===== src/rtl/mult_pkg.sv =====
// Shared types for the shift-add multiplier: FSM state encoding and default operand width.
package mult_pkg;

  localparam int WIDTH_DEFAULT = 8;

  typedef enum logic [2:0] {
    IDLE  = 3'd0,
    LOAD  = 3'd1,
    ADD   = 3'd2,
    SHIFT = 3'd3,
    DONE  = 3'd4
  } state_e;

endpackage


===== src/rtl/add_sub_n.sv =====
// N+1-bit adder/subtractor; operands are sign- or zero-extended by one bit before the add/sub.
module add_sub_n #(
  parameter int N = 8
) (
  input  logic [N-1:0] a_i,
  input  logic [N-1:0] b_i,
  input  logic         sub_i,
  input  logic         sign_ext_i,
  output logic [N:0]   sum_o
);

  logic [N:0] a_x;
  logic [N:0] b_x;

  assign a_x   = {sign_ext_i & a_i[N-1], a_i};
  assign b_x   = {sign_ext_i & b_i[N-1], b_i};
  assign sum_o = sub_i ? (a_x - b_x) : (a_x + b_x);

endmodule


===== src/rtl/shift_add_mult.sv =====
// Sequential signed/unsigned shift-add multiplier; Done rises 2*WIDTH+2 edges after Start is taken.
// Optional Ovf output (overflow of the WIDTH-bit result range) is built when MULT_OVF_EN is defined.
module shift_add_mult
  import mult_pkg::*;
#(
  parameter int WIDTH = WIDTH_DEFAULT
) (
  input  logic               clk_i,
  input  logic               rst_i,
  input  logic               start_i,
  input  logic               signed_mode_i,
  input  logic [WIDTH-1:0]   op_a_i,
  input  logic [WIDTH-1:0]   op_b_i,
  output logic               busy_o,
  output logic               done_o,
  output logic [2*WIDTH-1:0] product_o,
`ifdef MULT_OVF_EN
  output logic               ovf_o,
`endif
  output logic               xval_o
);

  localparam int CW = $clog2(WIDTH + 1);

  state_e             state_q, state_d;
  logic [WIDTH-1:0]   a_q, a_d, b_q, b_d, s_q, s_d;
  logic               x_q, x_d, mode_q, mode_d, done_q;
  logic [CW-1:0]      cnt_q, cnt_d;
  logic [2*WIDTH-1:0] prod_q, prod_d;
  logic [WIDTH:0]     sum;
  logic               last_iter;
`ifdef MULT_OVF_EN
  logic               ovf_q, ovf_d;
`endif

  assign last_iter = (cnt_q == CW'(WIDTH - 1));

  // The multiplier MSB carries negative weight in signed mode, hence the final subtract.
  add_sub_n #(.N(WIDTH)) u_add_sub (
    .a_i       (a_q),
    .b_i       (s_q),
    .sub_i     (mode_q & last_iter),
    .sign_ext_i(mode_q),
    .sum_o     (sum)
  );

  always_comb begin
    state_d = state_q;
    a_d     = a_q;
    b_d     = b_q;
    s_d     = s_q;
    x_d     = x_q;
    mode_d  = mode_q;
    cnt_d   = cnt_q;
    prod_d  = prod_q;
`ifdef MULT_OVF_EN
    ovf_d   = ovf_q;
`endif
    case (state_q)
      IDLE: begin
        if (start_i) begin
          state_d = LOAD;
          s_d     = op_a_i;
          b_d     = op_b_i;
          mode_d  = signed_mode_i;
        end
      end
      LOAD: begin
        a_d     = '0;
        x_d     = 1'b0;
        cnt_d   = '0;
        state_d = ADD;
      end
      ADD: begin
        if (b_q[0]) begin
          {x_d, a_d} = sum;
        end
        state_d = SHIFT;
      end
      SHIFT: begin
        x_d   = mode_q & x_q;
        a_d   = {x_q, a_q[WIDTH-1:1]};
        b_d   = {a_q[0], b_q[WIDTH-1:1]};
        cnt_d = cnt_q + CW'(1);
        if (last_iter) begin
          state_d = DONE;
          prod_d  = {a_d, b_d};
`ifdef MULT_OVF_EN
          ovf_d = mode_q ? !((&prod_d[2*WIDTH-1:WIDTH-1]) || !(|prod_d[2*WIDTH-1:WIDTH-1]))
                         : (|prod_d[2*WIDTH-1:WIDTH]);
`endif
        end else begin
          state_d = ADD;
        end
      end
      DONE:    state_d = IDLE;
      default: state_d = IDLE;
    endcase
  end

  always_ff @(posedge clk_i) begin
    if (rst_i) begin
      state_q <= IDLE;
      a_q     <= '0;
      b_q     <= '0;
      s_q     <= '0;
      x_q     <= 1'b0;
      mode_q  <= 1'b0;
      cnt_q   <= '0;
      prod_q  <= '0;
      done_q  <= 1'b0;
`ifdef MULT_OVF_EN
      ovf_q   <= 1'b0;
`endif
    end else begin
      state_q <= state_d;
      a_q     <= a_d;
      b_q     <= b_d;
      s_q     <= s_d;
      x_q     <= x_d;
      mode_q  <= mode_d;
      cnt_q   <= cnt_d;
      prod_q  <= prod_d;
      // Registered from the DONE state so the pulse lands one edge after DONE is entered.
      done_q  <= (state_q == DONE);
`ifdef MULT_OVF_EN
      ovf_q   <= ovf_d;
`endif
    end
  end

  assign busy_o    = (state_q == LOAD) || (state_q == ADD) || (state_q == SHIFT);
  assign done_o    = done_q;
  assign product_o = prod_q;
  assign xval_o    = x_q;
`ifdef MULT_OVF_EN
  assign ovf_o     = ovf_q;
`endif

endmodule


===== config.mk =====
export PLATFORM = sky130hd
export DESIGN_NAME = shift_add_mult
export DESIGN_NICKNAME = d
export VERILOG_FILES = /design/src/rtl/mult_pkg.sv /design/src/rtl/add_sub_n.sv /design/src/rtl/shift_add_mult.sv
export SDC_FILE = /design/constraint.sdc
export NUM_CORES = 1
export LEC_CHECK = 0
export ABC_AREA = 0
export CAP_MARGIN = 5
export CORE_ASPECT_RATIO = 1.5
export CORE_UTILIZATION = 31
export DETAILED_ROUTE_END_ITERATION = 12
export PLACE_DENSITY = 0.53
export RECOVER_POWER = 25
export SYNTH_ARGS = -nofsm -noshare
export SYNTH_HDL_FRONTEND = slang
export SYNTH_HIERARCHICAL = 1
export SYNTH_SLANG_ARGS = --single-unit

===== constraint.sdc =====
create_clock -name clk_i -period 10.4 [get_ports clk_i]
set_input_delay 1.56 -clock clk_i [delete_from_list [all_inputs] [get_ports clk_i]]
set_output_delay 1.56 -clock clk_i [all_outputs]
set_load 0.005 [all_outputs]

* After elaboration in Yosys (flattened, before gate mapping)
Cells that the tools add are included.
** Operators by class
- $add $sub $neg :: 3
- Reduce and logical (&&, ||, !) cells :: 10
- Bitwise gates (word level) :: 4
- Mux-type cells :: 11
- Equal/unequal tests :: 7
** Operator list (count)
- $pmux W8 S3 :: 1
- $mux W8 :: 2
- $pmux W8 S2 :: 1
- $pmux W3 S4 :: 1
- $add A9 B9 Y9 :: 1
- $mux W9 :: 1
- $sub A9 B9 Y9 :: 1
- $pmux W4 S2 :: 1
- $reduce_and A2 Y1 :: 4
- $eq A3 B2 Y1 const B :: 2
- $mux W3 :: 2
- $add A4 B1 Y4 const B :: 1
- $and A1 B1 Y1 :: 4
- $eq A4 B3 Y1 const B :: 1
- $ne A2 B2 Y1 const B :: 2
- $reduce_bool A2 Y1 :: 2
- $eq A3 B1 Y1 const B :: 1
- $eq A3 B3 Y1 const B :: 1
- $logic_not A3 Y1 :: 1
- $pmux W1 S3 :: 1
- $reduce_bool A3 Y1 :: 1
- $logic_or A1 B1 Y1 :: 2
- $mux W1 :: 1
** Storage, ports and cells
- Logic and storage cells :: 44
- Bits of input ports :: 20
- Bits in registers :: 50

* Logic depth before layout (Yosys ltp)
- Word-level depth :: 5
- Depth in mapped cells :: 17
- Mapped depth without buffers :: 14

* Modules after synthesis
Netlist, hierarchy kept.
** Modules (own cells, without submodules)
- shift_add_mult :: times used 1, cells each 252, area an instance 2145.8 sq um
- add_sub_n :: times used 1, cells each 73, area an instance 554.3 sq um

* Least setup slack after synthesis
Ideal clock, no wire load.
- Path kind :: register to register
- Start :: register cnt_q[0]
- End :: register a_q[6]
- Arrival :: 3.587 ns
- Slack :: 6.743 ns
- Stages on the path, launching flop included :: 17
- Data required time :: 10.330 ns
- Setup time :: 0.070 ns
- Path through :: dfxtp_1 > ha_1 > and3b_1 > clkbuf_1 > clkbuf_1 > and2_1 > clkbuf_1 > mux2_2 > fa_1 > nor2b_4 > o31a_1 > o21a_1 > nor2_1 > xnor2_1 > mux2i_1 > or4_1 > a21oi_1
** Between the ends
- Longest elaborated chain between the ends :: 5
** Ends and longest elaborated chain
- start: declaration :: line shift_add_mult.sv:28 : logic [CW-1:0] cnt_q, cnt_d;
- start signal: assignment :: line shift_add_mult.sv:122 : cnt_q <= cnt_d;
- $eq A4 B3 Y1 :: line shift_add_mult.sv:36 : assign last_iter = (cnt_q == CW'(WIDTH - 1));
- $and A1 B1 Y1 :: line shift_add_mult.sv:42 : .sub_i (mode_q & last_iter),
- $mux W9 :: line add_sub_n.sv:17 : assign sum_o = sub_i ? (a_x - b_x) : (a_x + b_x);
- named net sum[6] :: line shift_add_mult.sv:30 : logic [WIDTH:0] sum;
- $mux W8 :: line shift_add_mult.sv:75 : if (b_q[0]) begin
- $pmux W8 S3 :: line shift_add_mult.sv:59 : case (state_q)
- end signal: assignment :: line shift_add_mult.sv:104 : a_q <= '0;
- end signal: assignment :: line shift_add_mult.sv:117 : a_q <= a_d;
- end: declaration :: line shift_add_mult.sv:26 : logic [WIDTH-1:0] a_q, a_d, b_q, b_d, s_q, s_d;
The timed path passes the listed nets, and every way through them passes these cells. The select of a mux whose other input is x is not followed.
A chain may end at the register's enable or synchronous reset.

==> results.py <==
metrics = {
    "synthesis": {
        "yosys_warnings": 6,
        "synthMuxAreaShare_pct": 3.75,
        "synth_edf_count": 0,
        "synth-xor-area-share_pct": 3.57,
        "synth_compound_area_share_pct": 21.2,
        "synth_area_leaders": "dfxtp_1 37%, a21oi_1 7.8%, o21ai_0 6.7%, nand2_1 5.3%, ha_1 4.6%",
        "synth_area_um2": 2700,
        "syn-num-nets": 356,
        "ys.flop_type": "dfxtp_1",
        "yosys.area_share.simple_pct": 21.8,
        "ys_seq_area_share_pct": 37.1,
        "synthArstFlopShare_pct": 0,
        "yosys.area.top_type": "dfxtp_1",
        "synth_top_family_by_area": "simple AND/OR/NAND/NOR gates",
        "avgSynthCellArea_um2": 8.31,
        "syn_inst": 325,
        "synth-adder-area-share_pct": 5.38,
        "netlist.area_leader.share_pct": 37.1,
        "synth_seq_cells": 50,
        "synth_cell_types": 49,
    },
    "setup_path": {
        "reg2reg_to": "a_q[6]",
        "rrSetupSlack_ns": 6.52,
        "critPathKind": "in -> reg",
        "start_kind": "input pin",
        "cp.arrival_ns": 4.30,
        "crit_fanout": 41,
        "crit_required_ns": 10.53,
        "r2r_cells": 13,
        "crit_path_end_kind": "flip-flop",
        "reg2reg_from": "cnt_q[0]",
    },
    "layout": {
        "final_common_cell": "dfxtp_1",
        "postLayoutCoreUtil_pct": 38.4,
        "syn_to_final_growth_pct": 19.6,
        "drive_above_1_share_pct": 6.00,
        "fin_nets": 380,
        "final_cell_mix": "50 x dfxtp_1, 42 x a21oi_1, 38 x nand2_1",
        "antenna_cells": 0,
    },
    "clock_tree": {
        "clk_pin_slew_worst_paths_ns": 0.07,
        "cts_sinks": 50,
        "post_cts_buffers": 0,
        "clk_latency_ns": 0.29,
        "clockBufferDepth": 2,
        "cts_htree_levels": 2,
        "cts_tree": "built",
        "clockRootBuffer": "clkbuf_16",
        "ctsResizeCount": 0,
        "numCtsBuffers": 5,
        "hold_buffers": 0,
    },
    "run": {
        "drv_cap": 1,
    },
    "timing": {
        "slew_violations": 42,
        "fin_setup_tns_ns": 0,
        "post-route-min-period_ns": 4.18,
        "setup_viol": 0,
        "max_freq_mhz": 239,
        "hold_viol_final": 0,
        "max_slew_margin_pct": -24.9,
        "rsz0062_at_grt": "no",
        "fin_skew_ns": 0.00542,
        "fin_crit_sh_pct": 40.2,
        "tightest_slew_ns": 1.87,
    },
    "route": {
        "route.detailed.drc": 0,
        "drt-pass1-iter-count": 4,
        "drt-initial-drc-count": 118,
        "via_count": 2334,
        "wl_per_cell_um": 13.8,
        "ant_nets": 0,
        "drt-total-wl_um": 6290,
        "vias_per_cell": 5.11,
    },
    "global_route": {
        "grt_max_degree": 42,
        "grt_pass1_vias": 2233,
        "grt-ovfl-total": 0,
        "grtUsageTotal_pct": 14.8,
        "grt_pass1_wl_um": 10700,
        "antenna_found_initial": 0,
    },
    "power": {
        "p_leak_nw": 1.10,
        "p_int_uw": 339,
        "switching_power_uw": 139,
        "seqPwrFrac_pct": 43.2,
        "switching_share_pct": 29.1,
        "p_per_area_nw_per_um2": 148,
        "combPwrFrac_pct": 21.1,
        "clkPwrFrac_pct": 35.7,
        "irDropWorstVdd_uv": 64.6,
    },
    "placement": {
        "hpwl_um": 4350,
        "port_buffers": 38,
        "routabilityCongestion": 0.800,
    },
    "floorplan": {
        "die_w_um": 78.2,
        "io_pins": 39,
        "start_util_pct": 32.1,
        "rows": 41,
        "die_area_um2": 9090,
        "core_um2": 8410,
        "fp.dieH_um": 116,
    },
    "min_path": {
        "min_path_type": "reg -> reg",
        "min_to": "product_o[9]",
        "min_from": "product_o[9]",
        "hold_path_depth": 2,
    },
    "run_status": {
        "status": "finished, violations left",
        "violations": "capacitance limit, slew limit",
    },
}
-- critical path, cell delays in order --
cell	delay, ns
dlygate4sd3_1	0.52
clkbuf_1	1.35
inv_1	0.56
o21ai_0	0.23
a31oi_1	0.07
-- power by group through the flow --
stage | Clock, mW | Combinational, mW | Sequential [mW]
floorplan | 0 | 0.0830 | 0.208
global placement | 0 | 0.101 | 0.211
detailed placement | 0 | 0.101 | 0.211
CTS | 0.174 | 0.102 | 0.207
global route | 0.183 | 0.113 | 0.208
finish | 0.171 | 0.101 | 0.207
-- metal layers --
layer	routed length (µm)	vias to the layer above	global-route usage, %
li1	-	1196	-
met1	2900	1078	17.9
met2	3080	55	26.0
met3	229	5	2.34
met4	75	0	5.80
met5	0	-	0
-- cell usage after synthesis, types with 2 or more instances --
library cell	instances
a21oi_1	42
and3_1	2
or4_1	7
nor4_1	3
buf_2	4
nand3_1	19
dfxtp_1	50
a31oi_1	9
nor3_1	4
xnor2_1	10
inv_1	9
o21a_1	3
nand2b_1	3
mux2i_1	9
nor2b_1	3
ha_1	10
buf_4	2
o21ai_0	36
o31a_1	2
clkbuf_1	10
nand2_1	38
nand3b_1	5
nor2_1	13
buf_6	7
-- final cells by class --
| type | instances | area, µm² |
|---|---|---|
| fillers | 900 | 5180 |
| multi-input cells | 241 | 1500 |
| flip-flops and latches | 50 | 1000 |
| repair buffers | 41 | 399 |
| well taps | 107 | 134 |
| clock buffers | 5 | 125 |
| inverters | 10 | 37.5 |
| clock inverters | 3 | 28.8 |
-- stage by stage --
stage          hold slack (ns)  setup slack, ns  std cells  power [mW]  area (µm²)
2_1_floorplan            0.449             6.74        325       0.291        2700
3_3_place_gp             0.459             6.69        449       0.312        3080
3_5_place_dp             0.467             6.59        449       0.313        3080
4_1_cts                  0.476             6.57        457       0.483        3230
5_1_grt                  0.497             5.89        457       0.504        3230
6_report                 0.473             6.22        457       0.479        3230
-- worst max-delay path by stage --
| stage | start | endpoint | slack [ns] |
|---|---|---|---|
| final | rst_i | b_q[0] | 6.22 |
| after global placement | cnt_q[0] | a_q[6] | 6.69 |
| after global routing | rst_i | b_q[6] | 5.89 |
| after CTS | cnt_q[0] | a_q[6] | 6.57 |
| after detailed placement | cnt_q[0] | a_q[6] | 6.59 |
| after floorplan | cnt_q[0] | a_q[6] | 6.74 |
-- sequential cells by signal, summed over array words and instances, names as in the netlist --
name       count
product_o     16
a_q            8
b_q            8
s_q            8
cnt_q          4
state_q        3
done_o         1
mode_q         1
xval_o         1
-- kinds of logic after synthesis --
family / Yosys count
XOR/XNOR: 11
flip-flops: 50
adder cells (fa/ha/maj): 11
AND/OR/NAND/NOR: 108
buffers and inverters: 34
AO/OA/AOI/OAI: 101
multiplexers: 10
(Power assumes the default switching activity.)
